## src/rtl/coherence_bus_ctrl_pkg.sv

```systemverilog
// Shared types for the two-core MSI snooping bus:
// bus commands, line states and bus controller states.
package coherence_bus_ctrl_pkg;

  localparam int NCACHES = 2;

  typedef enum logic [2:0] {
    CMD_IDLE       = 3'd0,
    CMD_BUSRD      = 3'd1,
    CMD_BUSRDX     = 3'd2,
    CMD_INVALIDATE = 3'd3,
    CMD_WB         = 3'd4
  } bus_command_t;

  typedef enum logic [1:0] {
    MSI_I = 2'd0,
    MSI_S = 2'd1,
    MSI_M = 2'd2
  } msi_state_t;

  typedef enum logic [2:0] {
    ST_IDLE  = 3'd0,
    ST_SNOOP = 3'd1,
    ST_MEMRD = 3'd2,
    ST_FLUSH = 3'd3,
    ST_MEMWR = 3'd4,
    ST_DONE  = 3'd5
  } bus_state_t;

endpackage

```

## src/rtl/rr_arbiter2.sv

```systemverilog
// Two-way round-robin arbiter: on a tie the cache that
// did not win last time gets the bus.
module rr_arbiter2 (
  input  logic [1:0] valid,
  input  logic       last_grant,
  output logic [1:0] grant,
  output logic       gid
);

  always_comb begin
    grant = 2'b00;
    gid   = 1'b0;
    case (valid)
      2'b01: begin
        grant = 2'b01;
        gid   = 1'b0;
      end
      2'b10: begin
        grant = 2'b10;
        gid   = 1'b1;
      end
      2'b11: begin
        gid   = ~last_grant;
        grant = last_grant ? 2'b01 : 2'b10;
      end
      default: ;
    endcase
  end

endmodule

```

## src/rtl/coherence_bus_ctrl.sv

```systemverilog
// Snooping bus controller: arbitrates both L1 dcaches, broadcasts
// snoops and sequences RAM reads, writebacks and dirty flushes.
module coherence_bus_ctrl
  import coherence_bus_ctrl_pkg::*;
#(
  parameter int ADDR_W = 32,
  parameter int DATA_W = 32
) (
  input  logic                            CLK,
  input  logic                            RST,
  input  logic [NCACHES-1:0]              cache_req,
  input  logic [NCACHES-1:0][2:0]         cache_cmd,
  input  logic [NCACHES-1:0][ADDR_W-1:0]  cache_addr,
  input  logic [NCACHES-1:0][DATA_W-1:0]  cache_wdata,
  output logic [NCACHES-1:0]              cache_done,
  output logic [DATA_W-1:0]               cache_rdata,
  output logic [NCACHES-1:0]              snoop_valid,
  output logic [2:0]                      snoop_cmd,
  output logic [ADDR_W-1:0]               snoop_addr,
  input  logic [NCACHES-1:0]              snoop_ack,
  input  logic [NCACHES-1:0]              snoop_dirty,
  input  logic [NCACHES-1:0][DATA_W-1:0]  snoop_data,
  output logic                            mem_ren,
  output logic                            mem_wen,
  output logic [ADDR_W-1:0]               mem_addr,
  output logic [DATA_W-1:0]               mem_wdata,
  input  logic                            mem_ready,
  input  logic [DATA_W-1:0]               mem_rdata
);

  bus_state_t   state, state_nxt;
  bus_command_t cmd;
  logic         gid, other, last_grant;
  logic [ADDR_W-1:0] addr;
  logic [DATA_W-1:0] wdata, fdata, rdata;

  logic [1:0] valid, grant;
  logic       arb_gid;

  assign other = ~gid;

  always_comb begin
    for (int i = 0; i < NCACHES; i++)
      valid[i] = cache_req[i] && (cache_cmd[i] != CMD_IDLE);
  end

  rr_arbiter2 u_arb (
    .valid      (valid),
    .last_grant (last_grant),
    .grant      (grant),
    .gid        (arb_gid)
  );

  always_ff @(posedge CLK or posedge RST) begin
    if (RST) begin
      state      <= ST_IDLE;
      gid        <= 1'b0;
      cmd        <= CMD_IDLE;
      addr       <= '0;
      wdata      <= '0;
      fdata      <= '0;
      rdata      <= '0;
      last_grant <= 1'b1;
    end else begin
      state <= state_nxt;
      unique case (state)
        ST_IDLE: if (grant != 2'b00) begin
          gid   <= arb_gid;
          cmd   <= bus_command_t'(cache_cmd[arb_gid]);
          addr  <= cache_addr[arb_gid];
          wdata <= cache_wdata[arb_gid];
          rdata <= '0;
        end
        ST_SNOOP:
          if (snoop_ack[other] && snoop_dirty[other])
            fdata <= snoop_data[other];
        ST_MEMRD: if (mem_ready) rdata <= mem_rdata;
        ST_FLUSH: if (mem_ready) rdata <= fdata;
        ST_DONE:  last_grant <= gid;
        default: ;
      endcase
    end
  end

  always_comb begin
    state_nxt = state;
    unique case (state)
      ST_IDLE:
        if (grant != 2'b00)
          state_nxt = (cache_cmd[arb_gid] == CMD_WB) ? ST_MEMWR : ST_SNOOP;
      ST_SNOOP:
        if (snoop_ack[other]) begin
          if (cmd == CMD_INVALIDATE)   state_nxt = ST_DONE;
          else if (snoop_dirty[other]) state_nxt = ST_FLUSH;
          else                         state_nxt = ST_MEMRD;
        end
      ST_MEMRD, ST_FLUSH, ST_MEMWR:
        if (mem_ready) state_nxt = ST_DONE;
      ST_DONE: state_nxt = ST_IDLE;
      default: state_nxt = ST_IDLE;
    endcase
  end

  // Moore outputs: only state and latched registers feed these.
  always_comb begin
    cache_done  = '0;
    cache_rdata = '0;
    snoop_valid = '0;
    snoop_cmd   = '0;
    snoop_addr  = '0;
    mem_ren     = 1'b0;
    mem_wen     = 1'b0;
    mem_addr    = '0;
    mem_wdata   = '0;
    unique case (state)
      ST_SNOOP: begin
        snoop_valid[other] = 1'b1;
        snoop_cmd          = cmd;
        snoop_addr         = addr;
      end
      ST_MEMRD: begin
        mem_ren  = 1'b1;
        mem_addr = addr;
      end
      ST_FLUSH: begin
        mem_wen   = 1'b1;
        mem_addr  = addr;
        mem_wdata = fdata;
      end
      ST_MEMWR: begin
        mem_wen   = 1'b1;
        mem_addr  = addr;
        mem_wdata = wdata;
      end
      ST_DONE: begin
        cache_done[gid] = 1'b1;
        cache_rdata     = rdata;
      end
      default: ;
    endcase
  end

endmodule

```

## config.mk

```make
export PLATFORM = sky130hd
export DESIGN_NAME = coherence_bus_ctrl
export DESIGN_NICKNAME = d
export VERILOG_FILES = /design/src/rtl/coherence_bus_ctrl_pkg.sv /design/src/rtl/rr_arbiter2.sv /design/src/rtl/coherence_bus_ctrl.sv
export SDC_FILE = /design/constraint.sdc
export NUM_CORES = 1
export LEC_CHECK = 0
export CORE_AREA = 3 3 144 146
export CTS_CLUSTER_DIAMETER = 40
export DETAILED_ROUTE_END_ITERATION = 8
export DIE_AREA = 0 0 147 149
export GPL_ROUTABILITY_DRIVEN = 0
export GPL_TIMING_DRIVEN = 1
export PLACE_DENSITY = 0.86
export SYNTH_ARGS = -nofsm -noshare
export SYNTH_HDL_FRONTEND = slang
export SYNTH_HIERARCHICAL = 1
export SYNTH_SLANG_ARGS = --single-unit
```

## constraint.sdc

```tcl
create_clock -name CLK -period 9.4 [get_ports CLK]
set_input_delay 1.41 -clock CLK [delete_from_list [all_inputs] [get_ports CLK]]
set_output_delay 1.41 -clock CLK [all_outputs]
set_load 0.03 [all_outputs]
```

==> metrics.md <==
| Metric | Value |
|---|---|
| # placed instances | `1,363` |
| Total grt overflow | `0` |
| Post-route minimum period | `4924 ps` |
| Maximum VDD drop | `around 140 µV` |
| R2R Setup Slk | `6150 ps` |
| Clk root buf | `clkbuf_16` |
| Initial antenna violation count | `0` |
| Required @ worst endpoint | `7990 ps` |
| Vias per inst | `5.128` |
| Worst setup margin | `4476 ps` |
| Design area | `roughly 12,000 µm²` |
| Finished Layout Cells | `1,393` |
| Pre-CTS setup slack | `between 4000 and 5000 ps` |
| Slowest CP cell | `nor2_4` |
| First-pass DRT Iterations | `4` |
| Largest net degree at the start of global routing | `79` |
| Ant diodes | `0` |
| I/O Buffers | `375` |
| Tightest Hold Check Type | `reg -> reg` |
| Setup violators final | `0` |
| Synth Area per Inst | `about 9.8 µm²` |
| Seq cells post-synth | `between 100 and 150` |
| Num CTS Buffers | `17` |
| Die footprint | `21,900 µm²` |
| Post-layout util | `0.6198` |
| Hold depth | `2` |
| Core Area | `about 20,000 µm²` |
| Area after DPL | `11,530 µm²` |
| Seq/Total Area, Yosys | `0.4467` |
| Setup tns final | `0 ps` |
| Reg2Reg Launch Point | `state[0]$_DFFE_PP0P_` |
| Longest Clk Path Bufs | `2` |
| # rows | `51` |
| Clock sink count | `about 140` |
| Yosys cell types | `36` |
| Worst setup path class | `reg -> out` |
| Status | `complete, no violations` |
| HP Start | `rdata[27]$_DFFE_PP0P_` |
| WP buf/inv | `1` |
| CTS HTree Levels | `4` |
| Final hold slack | `466.5 ps` |
| Die boundary height | `~150 µm` |
| Vias in the first global route | `7,428` |
| Maximum fanout along the worst path | `37` |
| Syn Nets | `1,015` |
| Worst Hold Path EP | `rdata[27]$_DFFE_PP0P_` |
| Pwr Density | `322.6 nW/µm²` |
| Arrival time worst endpoint | `3510 ps` |
| Initial Util | `0.3903` |
| Synthesized cell area | `7621 µm²` |
| Layout area overhead | `58.79%` |
| Nets | `1,356` |
| DRT iter0 DRCs | `368` |
| HPWL Detailed | `19,650 µm` |
| Measured slew at the worst slew-check pin | `1276 ps` |
| Crit Reg-Reg Endpoint | `gid$_DFFE_PP0P_` |
| Remaining routing DRC violations | `0` |
| Crit-path max cell delay | `~980 ps` |
| Final Power | `3.903 mW` |
| Post-CTS setup buffer count | `0` |
| Io pins | `376` |
| Max Freq | `0.2031 GHz` |
| Wire per inst | `18.88 µm` |
| Mapped Cells | `roughly 780` |
| Die X | `147 µm` |
| Final Hold Fails | `0` |
| Slew Viols, Final | `0` |
| CTS tree | `done` |
| RSZ-0062 raised after global routing | `false` |
| Startpoint Class | `flop` |
| Crit path max-delay family | `simple AND/OR/NAND/NOR gates` |
| Relative slew slack | `0.1445` |
| Period utilization | `0.5239` |
| Post_cts resized | `0` |
| Global Route Usage Sum | `0.2367` |
| Yosys warning count | `6` |
| Max-Cap Viols | `0` |
| Layout cells sized above 1 | `0.07801` |
| Global-route wire length before repair | `40,620 µm` |
| Worst Setup End Kind | `output pin` |
| Worst r2r path cells | `5` |
| Fillers | `1,655` |
| Total Routed Length | `26,310 µm` |
| Final Skew | `11.51 ps` |
| CP Depth | `4` |
| Clock transition at path regs | `60 ps` |
| Vias | `7,143` |
| Critical path cell sequence | `nand2b_2, nor2_4, a22o_1, clkdlybuf4s50_1` |
| Post-DRT Antenna Nets | `0` |
| Worst skew pair latency | `410 ps` |
| Pleak | `4.944 nW` |
| Post-CTS Hold Buffers | `0` |
==> worst max path at each step <==
stage | from | end | slack [ps]
after floorplan | RST | addr[0]$_DFFE_PP0P_ | 4350
after global placement | cache_cmd[0] | gid$_DFFE_PP0P_ | 5030
after detailed placement | state[1]$_DFFE_PP0P_ | mem_wdata[12] | 4930
after CTS | state[1]$_DFFE_PP0P_ | mem_wdata[12] | 4470
after global routing | state[1]$_DFFE_PP0P_ | mem_wdata[12] | 4310
final | state[1]$_DFFE_PP0P_ | mem_wdata[12] | 4480
==> routing by layer <==
metal	part of all wire	wire (µm)	up-vias	track usage
met1	0.39	10350	3402	0.2775
met5	0	0	-	0
li1	-	-	3392	-
met4	0.029	766	0	0.08900
met2	0.51	13340	295	0.4162
met3	0.071	1857	54	0.06411
==> sequential cells by signal, summed over array words and instances, names as in the netlist <==
signal / cells
addr: 32
cmd: 3
fdata: 32
gid: 1
last_grant: 1
rdata: 32
state: 3
wdata: 32
==> synthesized netlist by cell type (all sizes together) <==
master    n  share of area
dfrtp   135           0.44
mux2i   134           0.18
nor2    106          0.052
a21oi   101          0.080
and2     69          0.057
buf      36          0.029
nand2    36          0.018
nor2b    33          0.027
a22o     32          0.037
o31ai    32          0.032
clkbuf   29          0.014
a21boi    4         0.0039
inv       4         0.0020
nor3      4         0.0041
mux2      2         0.0030
o21ai     2         0.0013
o31a      2         0.0023
o32ai     2         0.0023
or2       2         0.0016
a221o     1         0.0013
a31oi     1        0.00082
a32oi     1         0.0021
and3      1        0.00082
and3b     1         0.0011
dfstp     1         0.0034
nand2b    1        0.00082
nor4      1        0.00082
nor4b     1         0.0011
o311ai    1         0.0011
or3b      1         0.0015
==> cell families after synthesis <==
logic type,count (synthesis),synth area share
DFF,136,0.4467
muxes,136,0.1790
buffers and inverters,69,0.04498
AOI/OAI and AO/OA,179,0.1637
and+or+nand+nor,256,0.1657
==> worst min-delay path, cell delays in order (launching register included) <==
cell and delay, ps:
dfrtp_1 330, nand2_1 50, o31ai_1 50
==> power by group <==
part | internal [mW] | leakage, nW | total [mW] | switching, mW
Sequential | 0.866 | 1.58 | 1.09 | 0.221
Combinational | 0.917 | 3.10 | 2.16 | 1.25
Clock | 0.395 | 0.267 | 0.654 | 0.259
Total | 2.18 | 4.94 | 3.90 | 1.73
==> layout make-up <==
cell class	instances	area [µm²]	area share
Tap cell	265	331.6	0.02740
Sequential cell	136	3407	0.2815
Clock buffer	19	442.9	0.03660
Inverter	4	20.02	0.001654
Multi-Input combinational cell	571	3930	0.3248
Timing Repair Buffer	387	3844	0.3176
Clock inverter	11	126.4	0.01044
==> placed cells by master (no fill, tap or decap), types with 3 or more instances in the layout <==
| master | instances |
|---|---|
| nor2b_1 | 33 |
| mux2i_1 | 134 |
| a21oi_1 | 72 |
| a21oi_2 | 29 |
| inv_1 | 3 |
| nor2_1 | 105 |
| o31ai_1 | 32 |
| and2_1 | 69 |
| clkbuf_16 | 17 |
| nor3_2 | 3 |
| clkdlybuf4s50_1 | 375 |
| clkinvlp_4 | 4 |
| buf_4 | 12 |
| dfrtp_1 | 133 |
| nand2_1 | 36 |
| a22o_1 | 32 |
Power figures use the tool's default switching activity.
